[config.mk]
export PLATFORM = sky130hd
export DESIGN_NAME = store_buffer
export DESIGN_NICKNAME = d
export VERILOG_FILES = /design/src/rtl/store_buffer.sv
export SDC_FILE = /design/constraint.sdc
export NUM_CORES = 1
export LEC_CHECK = 0
export ABC_AREA = 1
export CAP_MARGIN = 0
export CORE_MARGIN = 2
export CORE_UTILIZATION = 55
export CTS_CLUSTER_SIZE = 16
export DETAILED_ROUTE_END_ITERATION = 10
export GPL_ROUTABILITY_DRIVEN = 0
export PLACE_DENSITY_LB_ADDON = 0.05
export SYNTH_ARGS = -nofsm -noshare
export SYNTH_HDL_FRONTEND = slang
export SYNTH_SLANG_ARGS = --single-unit
[constraint.sdc]
create_clock -name clock -period 4 [get_ports clock]
set_clock_uncertainty 0.1 [all_clocks]
set_input_delay 0.4 -clock clock [delete_from_list [all_inputs] [get_ports clock]]
set_output_delay 0.4 -clock clock [all_outputs]
set_load 0.01 [all_outputs]
[src/rtl/store_buffer.sv]
`default_nettype none
// ============================================================================
//  Module      : store_buffer
//  Description : In-order store buffer between the ACU and data memory.
//                Stores are allocated with address/data resolved, marked
//                committed as the ROB retires them, and drained to memory
//                one per handshake. Uncommitted entries are discarded on a
//                branch misprediction.
//  Revision    : 1.0 - initial release
// ============================================================================
module store_buffer #(
  parameter int DEPTH       = 4,
  parameter int XLEN        = 32,
  parameter int ROB_TAG_LEN = 5
) (
  input  logic                       clock,
  input  logic                       reset,
  input  logic                       alloc_enable,
  input  logic [XLEN-1:0]            alloc_address,
  input  logic [XLEN-1:0]            alloc_data,
  input  logic [1:0]                 alloc_size,
  input  logic [ROB_TAG_LEN-1:0]     alloc_rob_tag,
  input  logic                       commit_store,
  input  logic [ROB_TAG_LEN-1:0]     commit_rob_tag,
  input  logic                       branch_misprediction,
  input  logic                       Dmem_ready,
  output logic                       full,
  output logic [$clog2(DEPTH):0]     count,
  output logic                       pending_stores,
  output logic                       write_mem,
  output logic [XLEN-1:0]            write_address,
  output logic [XLEN-1:0]            write_data,
  output logic [1:0]                 write_size
);

  localparam int IDX_W = $clog2(DEPTH);
  localparam int PTR_W = IDX_W + 1;

  localparam logic [PTR_W-1:0] c_ptr_one = PTR_W'(1);
  localparam logic [PTR_W-1:0] c_depth   = PTR_W'(DEPTH);

  // Pointers carry one extra wrap bit so full and empty are distinguishable.
  logic [PTR_W-1:0]       r_head;
  logic [PTR_W-1:0]       r_cmt;
  logic [PTR_W-1:0]       r_tail;

  logic [XLEN-1:0]        r_addr [DEPTH];
  logic [XLEN-1:0]        r_data [DEPTH];
  logic [1:0]             r_size [DEPTH];
  logic [ROB_TAG_LEN-1:0] r_tag  [DEPTH];

  logic [IDX_W-1:0]       w_head_idx;
  logic [IDX_W-1:0]       w_cmt_idx;
  logic [IDX_W-1:0]       w_tail_idx;
  logic [PTR_W-1:0]       w_count;
  logic                   w_full;
  logic                   w_alloc;
  logic                   w_commit;
  logic                   w_drain;
  logic [PTR_W-1:0]       w_cmt_next;

  assign w_head_idx = r_head[IDX_W-1:0];
  assign w_cmt_idx  = r_cmt[IDX_W-1:0];
  assign w_tail_idx = r_tail[IDX_W-1:0];

  assign w_count = r_tail - r_head;
  assign w_full  = (w_count == c_depth);

  // A misprediction wins over an allocation in the same cycle.
  assign w_alloc  = alloc_enable && !w_full && !branch_misprediction;
  assign w_commit = commit_store && (r_cmt != r_tail) &&
                    (commit_rob_tag == r_tag[w_cmt_idx]);
  assign w_drain  = write_mem && Dmem_ready;

  // The squash target includes a commit that lands in the same cycle.
  assign w_cmt_next = w_commit ? (r_cmt + c_ptr_one) : r_cmt;

  // Outputs depend only on registered state.
  assign full           = w_full;
  assign count          = w_count;
  assign pending_stores = (w_count != '0);
  assign write_mem      = (r_head != r_cmt);
  assign write_address  = r_addr[w_head_idx];
  assign write_data     = r_data[w_head_idx];
  assign write_size     = r_size[w_head_idx];

  // Pointer updates: drain moves head, commit moves cmt, alloc/squash move tail.
  always_ff @(posedge clock or negedge reset) begin
    if (!reset) begin
      r_head <= '0;
      r_cmt  <= '0;
      r_tail <= '0;
    end else begin
      if (w_drain) begin
        r_head <= r_head + c_ptr_one;
      end
      r_cmt <= w_cmt_next;
      if (branch_misprediction) begin
        r_tail <= w_cmt_next;
      end else if (w_alloc) begin
        r_tail <= r_tail + c_ptr_one;
      end
    end
  end

  // Entry storage: written at the tail slot on allocation, cleared on reset.
  always_ff @(posedge clock or negedge reset) begin
    if (!reset) begin
      for (int i = 0; i < DEPTH; i++) begin
        r_addr[i] <= '0;
        r_data[i] <= '0;
        r_size[i] <= '0;
        r_tag[i]  <= '0;
      end
    end else if (w_alloc) begin
      r_addr[w_tail_idx] <= alloc_address;
      r_data[w_tail_idx] <= alloc_data;
      r_size[w_tail_idx] <= alloc_size;
      r_tag[w_tail_idx]  <= alloc_rob_tag;
    end
  end

endmodule
`default_nettype wire
=== After elaboration in Yosys (flattened, before gate mapping) ===
Index checks and enable logic that the tools add are counted.
W data, S select, Z words.

* Logic and storage cells: 69
* Flip-flop bits (word level): 293
* Output and inout port bits: 72
* Input bits: 82

* Equality and inequality tests: 4
* Mux-type cells: 25
* $lt $le $gt $ge: 4
* Add/sub/neg operators: 4
* Bitwise operators: 3
* Reduce and logical (&&, ||, !) cells: 10

{| class="wikitable"
|+ Operator list
! operator !! number
|-
| $bwmux W128 || 2
|-
| $mux W32 || 5
|-
| $bmux W32 S2 || 2
|-
| $demux W32 S2 || 1
|-
| $bwmux W20 || 1
|-
| $mux W5 || 3
|-
| $bmux W5 S2 || 1
|-
| $demux W5 S2 || 1
|-
| $add A3 B1 Y3 const B || 3
|-
| $ge A3 B3 Y1 const B || 3
|-
| $mux W3 || 3
|-
| $not A2 Y3 || 3
|-
| $bwmux W8 || 1
|-
| $logic_and A1 B1 Y1 || 6
|-
| $mux W2 || 3
|-
| $ne A3 B3 Y1 || 2
|-
| $eq A5 B5 Y1 || 1
|-
| $bmux W2 S2 || 1
|-
| $demux W2 S2 || 1
|-
| $eq A3 B3 Y1 const B || 1
|-
| $lt A3 B1 Y1 const B || 1
|-
| $reduce_bool A3 Y1 || 1
|-
| $sub A3 B3 Y3 || 1
|-
| $logic_not A1 Y1 || 2
|-
| $reduce_bool A2 Y1 || 1
|}

=== Depth between registers and ports, before layout ===
* Depth after elaboration: 8
* Mapped depth: 13
* Mapped depth without buffers: 13

=== Worst setup path before layout ===
Ideal clock, no wire load.

* Path kind: reg-to-reg
* Start point: register r_tail[0]
* End point: register r_addr[32] (netlist name)
* Path buffers: 2
* Clock period less this slack: 2434 ps
* Required time: 3779 ps
* Path slack: 1566 ps
* Cell stages (with the launch flop): 14
* Arrival: 2214 ps
* Path through: dfrtp_1 inv_1 ha_1 fa_1 xnor2_1 xnor2_2 nand3_2 nand2_2 nor2_8 inv_8 buf_6 buf_6 o21ai_1 nand2_1

* Elaborated cells between the ends (all ways): 12
* Classes of those cells: 1 x add/sub; 2 x order compare; 1 x eq/ne; 3 x mux; 1 x bitwise; 4 x reduce/logical

{| class="wikitable"
|+ RTL lines
! element !! RTL line !! text
|-
| start, declared || 45 || <nowiki>logic [PTR_W-1:0] r_tail;</nowiki>
|-
| start signal, assigned || 99 || <nowiki>r_tail <= w_cmt_next;</nowiki>
|-
| start signal, assigned || 101 || <nowiki>r_tail <= r_tail + c_ptr_one;</nowiki>
|-
| $sub A3 B3 Y3 || 66 || <nowiki>assign w_count = r_tail - r_head;</nowiki>
|-
| via count[2] || 28 || <nowiki>output logic [$clog2(DEPTH):0] count,</nowiki>
|-
| $eq A3 B3 Y1 || 67 || <nowiki>assign w_full = (w_count == c_depth);</nowiki>
|-
| $logic_not A1 Y1 || 70 || <nowiki>assign w_alloc = alloc_enable && !w_full && !branch_misprediction;</nowiki>
|-
| $logic_and A1 B1 Y1 (2 in a row) || 70 ||
|-
| end signal, assigned by index || 116 || <nowiki>r_addr[w_tail_idx] <= alloc_address;</nowiki>
|-
| end, declared || 47 || <nowiki>logic [XLEN-1:0] r_addr [DEPTH];</nowiki>
|}

The timed path passes the listed nets, and every way through them passes these cells.
A chain may end at the register's enable or synchronous reset.

=== Final worst setup path ===
* Start point: register r_head[1]
* End point: output port write_address[9]

* Longest elaborated chain between the ends: 4

{| class="wikitable"
|+ RTL lines
! element !! RTL line !! text
|-
| start, declared || 43 || <nowiki>logic [PTR_W-1:0] r_head;</nowiki>
|-
| start signal, assigned || 95 || <nowiki>r_head <= r_head + c_ptr_one;</nowiki>
|-
| $not A2 Y3 (implied by the code) || 83 || <nowiki>assign write_address = r_addr[w_head_idx];</nowiki>
|-
| $bmux W32 S2 || 83 ||
|-
| $mux W32 (implied by the code) (2 in a row) || 83 ||
|-
| end, declared || 31 || <nowiki>output logic [XLEN-1:0] write_address,</nowiki>
|}

No other way between the ends. The select of a mux whose other input is x is not followed.

==> impl_results.html <==
<table>
<tr><th>Metric</th><th>Value</th></tr>
<tr><th colspan="2">Run status</th></tr>
<tr><td>Status</td><td>finished clean</td></tr>
<tr><th colspan="2">Placed design</th></tr>
<tr><td>Detailed Place HPWL</td><td>21000 microns</td></tr>
<tr><td>Worst Setup Slack post-DPL</td><td>470 ps</td></tr>
<tr><td>Total of buffers placed on input and output ports</td><td>153</td></tr>
<tr><th colspan="2">Yosys</th></tr>
<tr><td>Sequential share of the synthesized area</td><td>0.524</td></tr>
<tr><td>Flops &amp; latches, synth</td><td>293</td></tr>
<tr><td>Compound-gate portion of the synthesized area</td><td>0.181</td></tr>
<tr><td>Largest family of logic cells by synthesized area</td><td>simple AND/OR/NAND/NOR gates</td></tr>
<tr><td>Async set-or-reset flop fraction in the synthesized netlist</td><td>1.00</td></tr>
<tr><td>Area fraction in and, or, nand and nor cells after synthesis</td><td>0.218</td></tr>
<tr><td>Most instantiated flip-flop cell in the synthesis netlist</td><td>dfrtp_1</td></tr>
<tr><td>Adder-cell share of the synthesized area</td><td>0.00769</td></tr>
<tr><td>Synthesized area per cell</td><td>8.03 sq um</td></tr>
<tr><td>Count of flip-flops with a built-in enable after synthesis</td><td>0</td></tr>
<tr><td>Mux cell area share after synthesis</td><td>0</td></tr>
<tr><td>Yosys cell types</td><td>29</td></tr>
<tr><td>Share of Yosys cell area claimed by the top area cell type</td><td>0.524</td></tr>
<tr><td>Post-synthesis share of cell area spent on xor and xnor gates</td><td>0.00805</td></tr>
<tr><td>Warning count from the yosys run</td><td>0</td></tr>
<tr><td>Mapped cell area</td><td>14000 sq um</td></tr>
<tr><td>Main area contributors after synthesis</td><td>dfrtp_1 (52%), nand2_1 (17%), o21ai_1 (10%)</td></tr>
<tr><td>Top cell type by total area after synthesis</td><td>dfrtp_1</td></tr>
<tr><td>Number of nets in the synthesized netlist</td><td>1831</td></tr>
<tr><td>Cells after synthesis</td><td>1741</td></tr>
<tr><th colspan="2">Final layout</th></tr>
<tr><td>Sequential cell area in the final layout</td><td>7340 sq um</td></tr>
<tr><td>Multi-input logic area</td><td>5800 sq um</td></tr>
<tr><td>Final core utilization</td><td>0.660</td></tr>
<tr><td>Fillers</td><td>2152</td></tr>
<tr><td>Fraction of layout cells with a size suffix above 1</td><td>0.0520</td></tr>
<tr><td>Count of nets after finishing</td><td>1915</td></tr>
<tr><td>Area growth from synthesis to layout</td><td>18.2%</td></tr>
<tr><th colspan="2">Routing</th></tr>
<tr><td>Overall routed net length</td><td>39300 microns</td></tr>
<tr><td>Post-DR vias/cell</td><td>5.71</td></tr>
<tr><td>Count of antenna-violating nets left after detailed routing</td><td>0</td></tr>
<tr><td>Post-route DRC</td><td>0</td></tr>
<tr><td>Mean routed wirelength per cell</td><td>18.1 microns</td></tr>
<tr><td>Vias</td><td>12421</td></tr>
<tr><td>First-pass iteration count of the detailed router</td><td>5</td></tr>
<tr><td>Violation count after the first detailed-route iteration</td><td>1220</td></tr>
<tr><th colspan="2">Floorplan</th></tr>
<tr><td>Core ar.</td><td>25000 sq um</td></tr>
<tr><td>Boundary pin count</td><td>154</td></tr>
<tr><td>Die area</td><td>26700 sq um</td></tr>
<tr><td>Initial cell density of the core</td><td>0.559</td></tr>
<tr><td>Row Count</td><td>58</td></tr>
<tr><td>Floorplan die height</td><td>163 microns</td></tr>
<tr><td>Die width</td><td>163 microns</td></tr>
<tr><th colspan="2">Min path</th></tr>
<tr><td>Worst hold path startpoint</td><td>r_addr[71]</td></tr>
<tr><td>Instance count along the most critical hold path</td><td>2</td></tr>
<tr><td>Type of the tightest min-delay check</td><td>reg2reg</td></tr>
<tr><td>Worst hold path endpoint</td><td>r_addr[71]</td></tr>
<tr><th colspan="2">STA</th></tr>
<tr><td>Portion of the clock cycle consumed by the worst path in the final layout</td><td>0.958</td></tr>
<tr><td>Pin slew with the least headroom to its limit</td><td>1170 ps</td></tr>
<tr><td># setup viols final</td><td>0</td></tr>
<tr><td>Final count of hold timing violations</td><td>0</td></tr>
<tr><td>Slew HR</td><td>0.221</td></tr>
<tr><td>Final-layout setup total negative slack</td><td>0 ps</td></tr>
<tr><td>Unrepaired setup endpoints after global routing</td><td>false</td></tr>
<tr><td>Number of max-slew violations in the final report</td><td>0</td></tr>
<tr><td>Time the worst path needs with I/O delays and setup</td><td>3830 ps</td></tr>
<tr><td>Post-route setup slack</td><td>168 ps</td></tr>
<tr><td>Max frequency</td><td>261 MHz</td></tr>
<tr><th colspan="2">Clock tree</th></tr>
<tr><td>CTS HTree Levels</td><td>2</td></tr>
<tr><td>Clk_lat worst skew</td><td>510 ps</td></tr>
<tr><td>Number of buffers created by CTS</td><td>34</td></tr>
<tr><td>Number of sinks on the clock net</td><td>293</td></tr>
<tr><td>Clock root cell</td><td>clkbuf_16</td></tr>
<tr><td>TritonCTS clock tree</td><td>yes</td></tr>
<tr><td>Clk buf depth</td><td>3</td></tr>
<tr><td>Clock-pin slew on the worst setup and hold paths</td><td>60 ps</td></tr>
<tr><td>Count of buffers added by post-CTS timing repair for setup</td><td>0</td></tr>
<tr><th colspan="2">Global routing</th></tr>
<tr><td>Total congestion overflow</td><td>0</td></tr>
<tr><td>Maximum number of pins on one net before global-route repair</td><td>154</td></tr>
<tr><td>Global-route wire length before repair</td><td>64100 microns</td></tr>
<tr><td>Antenna violations before repair</td><td>1</td></tr>
<tr><td>Total global-route track usage</td><td>0.299</td></tr>
<tr><td>Via count of the first global-routing pass</td><td>12109</td></tr>
<tr><th colspan="2">Worst setup path</th></tr>
<tr><td>Source of the worst register-to-register timing path</td><td>r_tail[0]</td></tr>
<tr><td>Type of the setup path with the least slack</td><td>reg2out</td></tr>
<tr><td>Worst endpoint required time</td><td>3500 ps</td></tr>
<tr><td>FF-to-FF setup slack</td><td>470 ps</td></tr>
<tr><td>Kind of start point of the critical path</td><td>flip-flop</td></tr>
<tr><td>Launch point of the critical path</td><td>r_head[1]</td></tr>
<tr><td>Max Fanout on Critical Path</td><td>69</td></tr>
<tr><td>Logic depth of the worst register-to-register path</td><td>13</td></tr>
<tr><td>Data arrival time at the worst-slack endpoint</td><td>3330 ps</td></tr>
<tr><td>Type of destination of the critical path</td><td>output port</td></tr>
<tr><td>Destination of the worst register-to-register timing path</td><td>r_data[117]</td></tr>
<tr><th colspan="2">Power and ir drop</th></tr>
<tr><td>Pwr dens</td><td>917 nW/um^2</td></tr>
<tr><td>Standby leakage power</td><td>7.79 nW</td></tr>
<tr><td>Sum of internal, switching and leakage power</td><td>15.2 mW</td></tr>
<tr><td>Worst vdd ir</td><td>0.496 mV</td></tr>
<tr><th colspan="2">Flow run</th></tr>
<tr><td>Max capacitance violation total</td><td>0</td></tr>
</table>
==> state kept, by name (all words and copies together) (netlist names) <==
register	cells
r_addr	128
r_cmt	3
r_data	128
r_head	3
r_size	8
r_tag	20
r_tail	3
==> metrics by stage <==
stage	std cells	hold slack, ps	cell area (sq um)
floorplan	1741	4.41	14000
global placement	2118	357	15400
detailed placement	2118	363	15400
CTS	2176	376	16500
global route	2176	393	16500
finish	2177	372	16500
==> worst max-delay path, cell delays in order (launching register included) <==
cell             delay, ps
dfrtp_2                410
buf_4                  380
inv_2                  610
buf_4                  380
o21ai_0                140
o22ai_1                250
clkdlybuf4s50_1        610
==> Yosys cell counts (3+ instances only) <==
master,count
buf_2,30
clkinv_1,5
dfrtp_1,293
nor2_1,135
nand3_1,20
o21ai_0,136
xnor2_1,9
o21ai_1,284
nand2_1,616
buf_1,4
buf_6,30
nor2_4,3
nand3b_1,3
inv_2,3
ha_1,7
inv_1,15
clkbuf_1,68
o22ai_1,66
==> layout make-up <==
type                    instances  area share
flip-flops and latches        293       0.444
repair buffers                180       0.109
inverters                      24     0.00605
clock inverters                 4     0.00144
diodes                          1    0.000151
multi-input cells            1292       0.351
clock buffers                  53      0.0645
well taps                     330      0.0250
==> metal layers <==
| metal | share of wire | vias to the layer above | global-route usage |
|---|---|---|---|
| met5 | 0 | - | 0 |
| met4 | 0.021 | 0 | 0.0973 |
| met3 | 0.067 | 60 | 0.0457 |
| met2 | 0.46 | 447 | 0.475 |
| met1 | 0.45 | 6018 | 0.425 |
| li1 | - | 5896 | - |
==> worst max path at each step <==
stage                     cells past startpoint               end  slack [ps]
after global placement                       13         r_size[6]         550
after floorplan                              13        r_addr[32]        1570
after CTS                                     5  write_address[0]          40
after global routing                          6  write_address[9]          50
after detailed placement                     13       r_data[125]         470
final                                         6  write_address[9]         170
==> cells in the final DEF, fill, tap and decap left out, drive strengths merged <==
| master | netlist | layout |
|---|---|---|
| nand4 | 1 | 1 |
| a21oi | 2 | 2 |
| xor2 | 2 | 2 |
| buf | 64 | 27 |
| inv | 19 | 24 |
| ha | 7 | 7 |
| clkinv | 5 | 4 |
| nor2 | 140 | 140 |
| dfrtp | 293 | 293 |
| diode | 0 | 1 |
| xnor2 | 10 | 10 |
| o21a | 1 | 1 |
| nand2 | 617 | 617 |
| nand3 | 21 | 21 |
| dlygate4sd3 | 0 | 1 |
| clkbuf | 68 | 53 |
| fa | 1 | 1 |
| o22ai | 66 | 66 |
| clkdlybuf4s50 | 0 | 152 |
| and2 | 1 | 1 |
| o21ai | 420 | 420 |
| nand3b | 3 | 3 |
==> power by group <==
group          switching, mW  leakage [nW]  internal, mW
sequential             0.685          3.69          4.28
combinational           4.33          3.56          2.82
clock                   1.21         0.539          1.83
total                   6.23          7.79          8.93
==> kinds of logic after synthesis <==
family	count (synthesis)
AO/OA/AOI/OAI	489
AND/OR/NAND/NOR	783
buffers and inverters	156
XOR/XNOR	12
flip-flops	293
adder cells (fa/ha/maj)	8
==> repair_timing <==
action                                  4_1_cts  5_1_grt
gates resized for setup                       0        1
hold buffers                                  1        0
endpoints found under the setup margin        0        7
endpoints found under the hold margin        98        0
(Power assumes the default switching activity.)
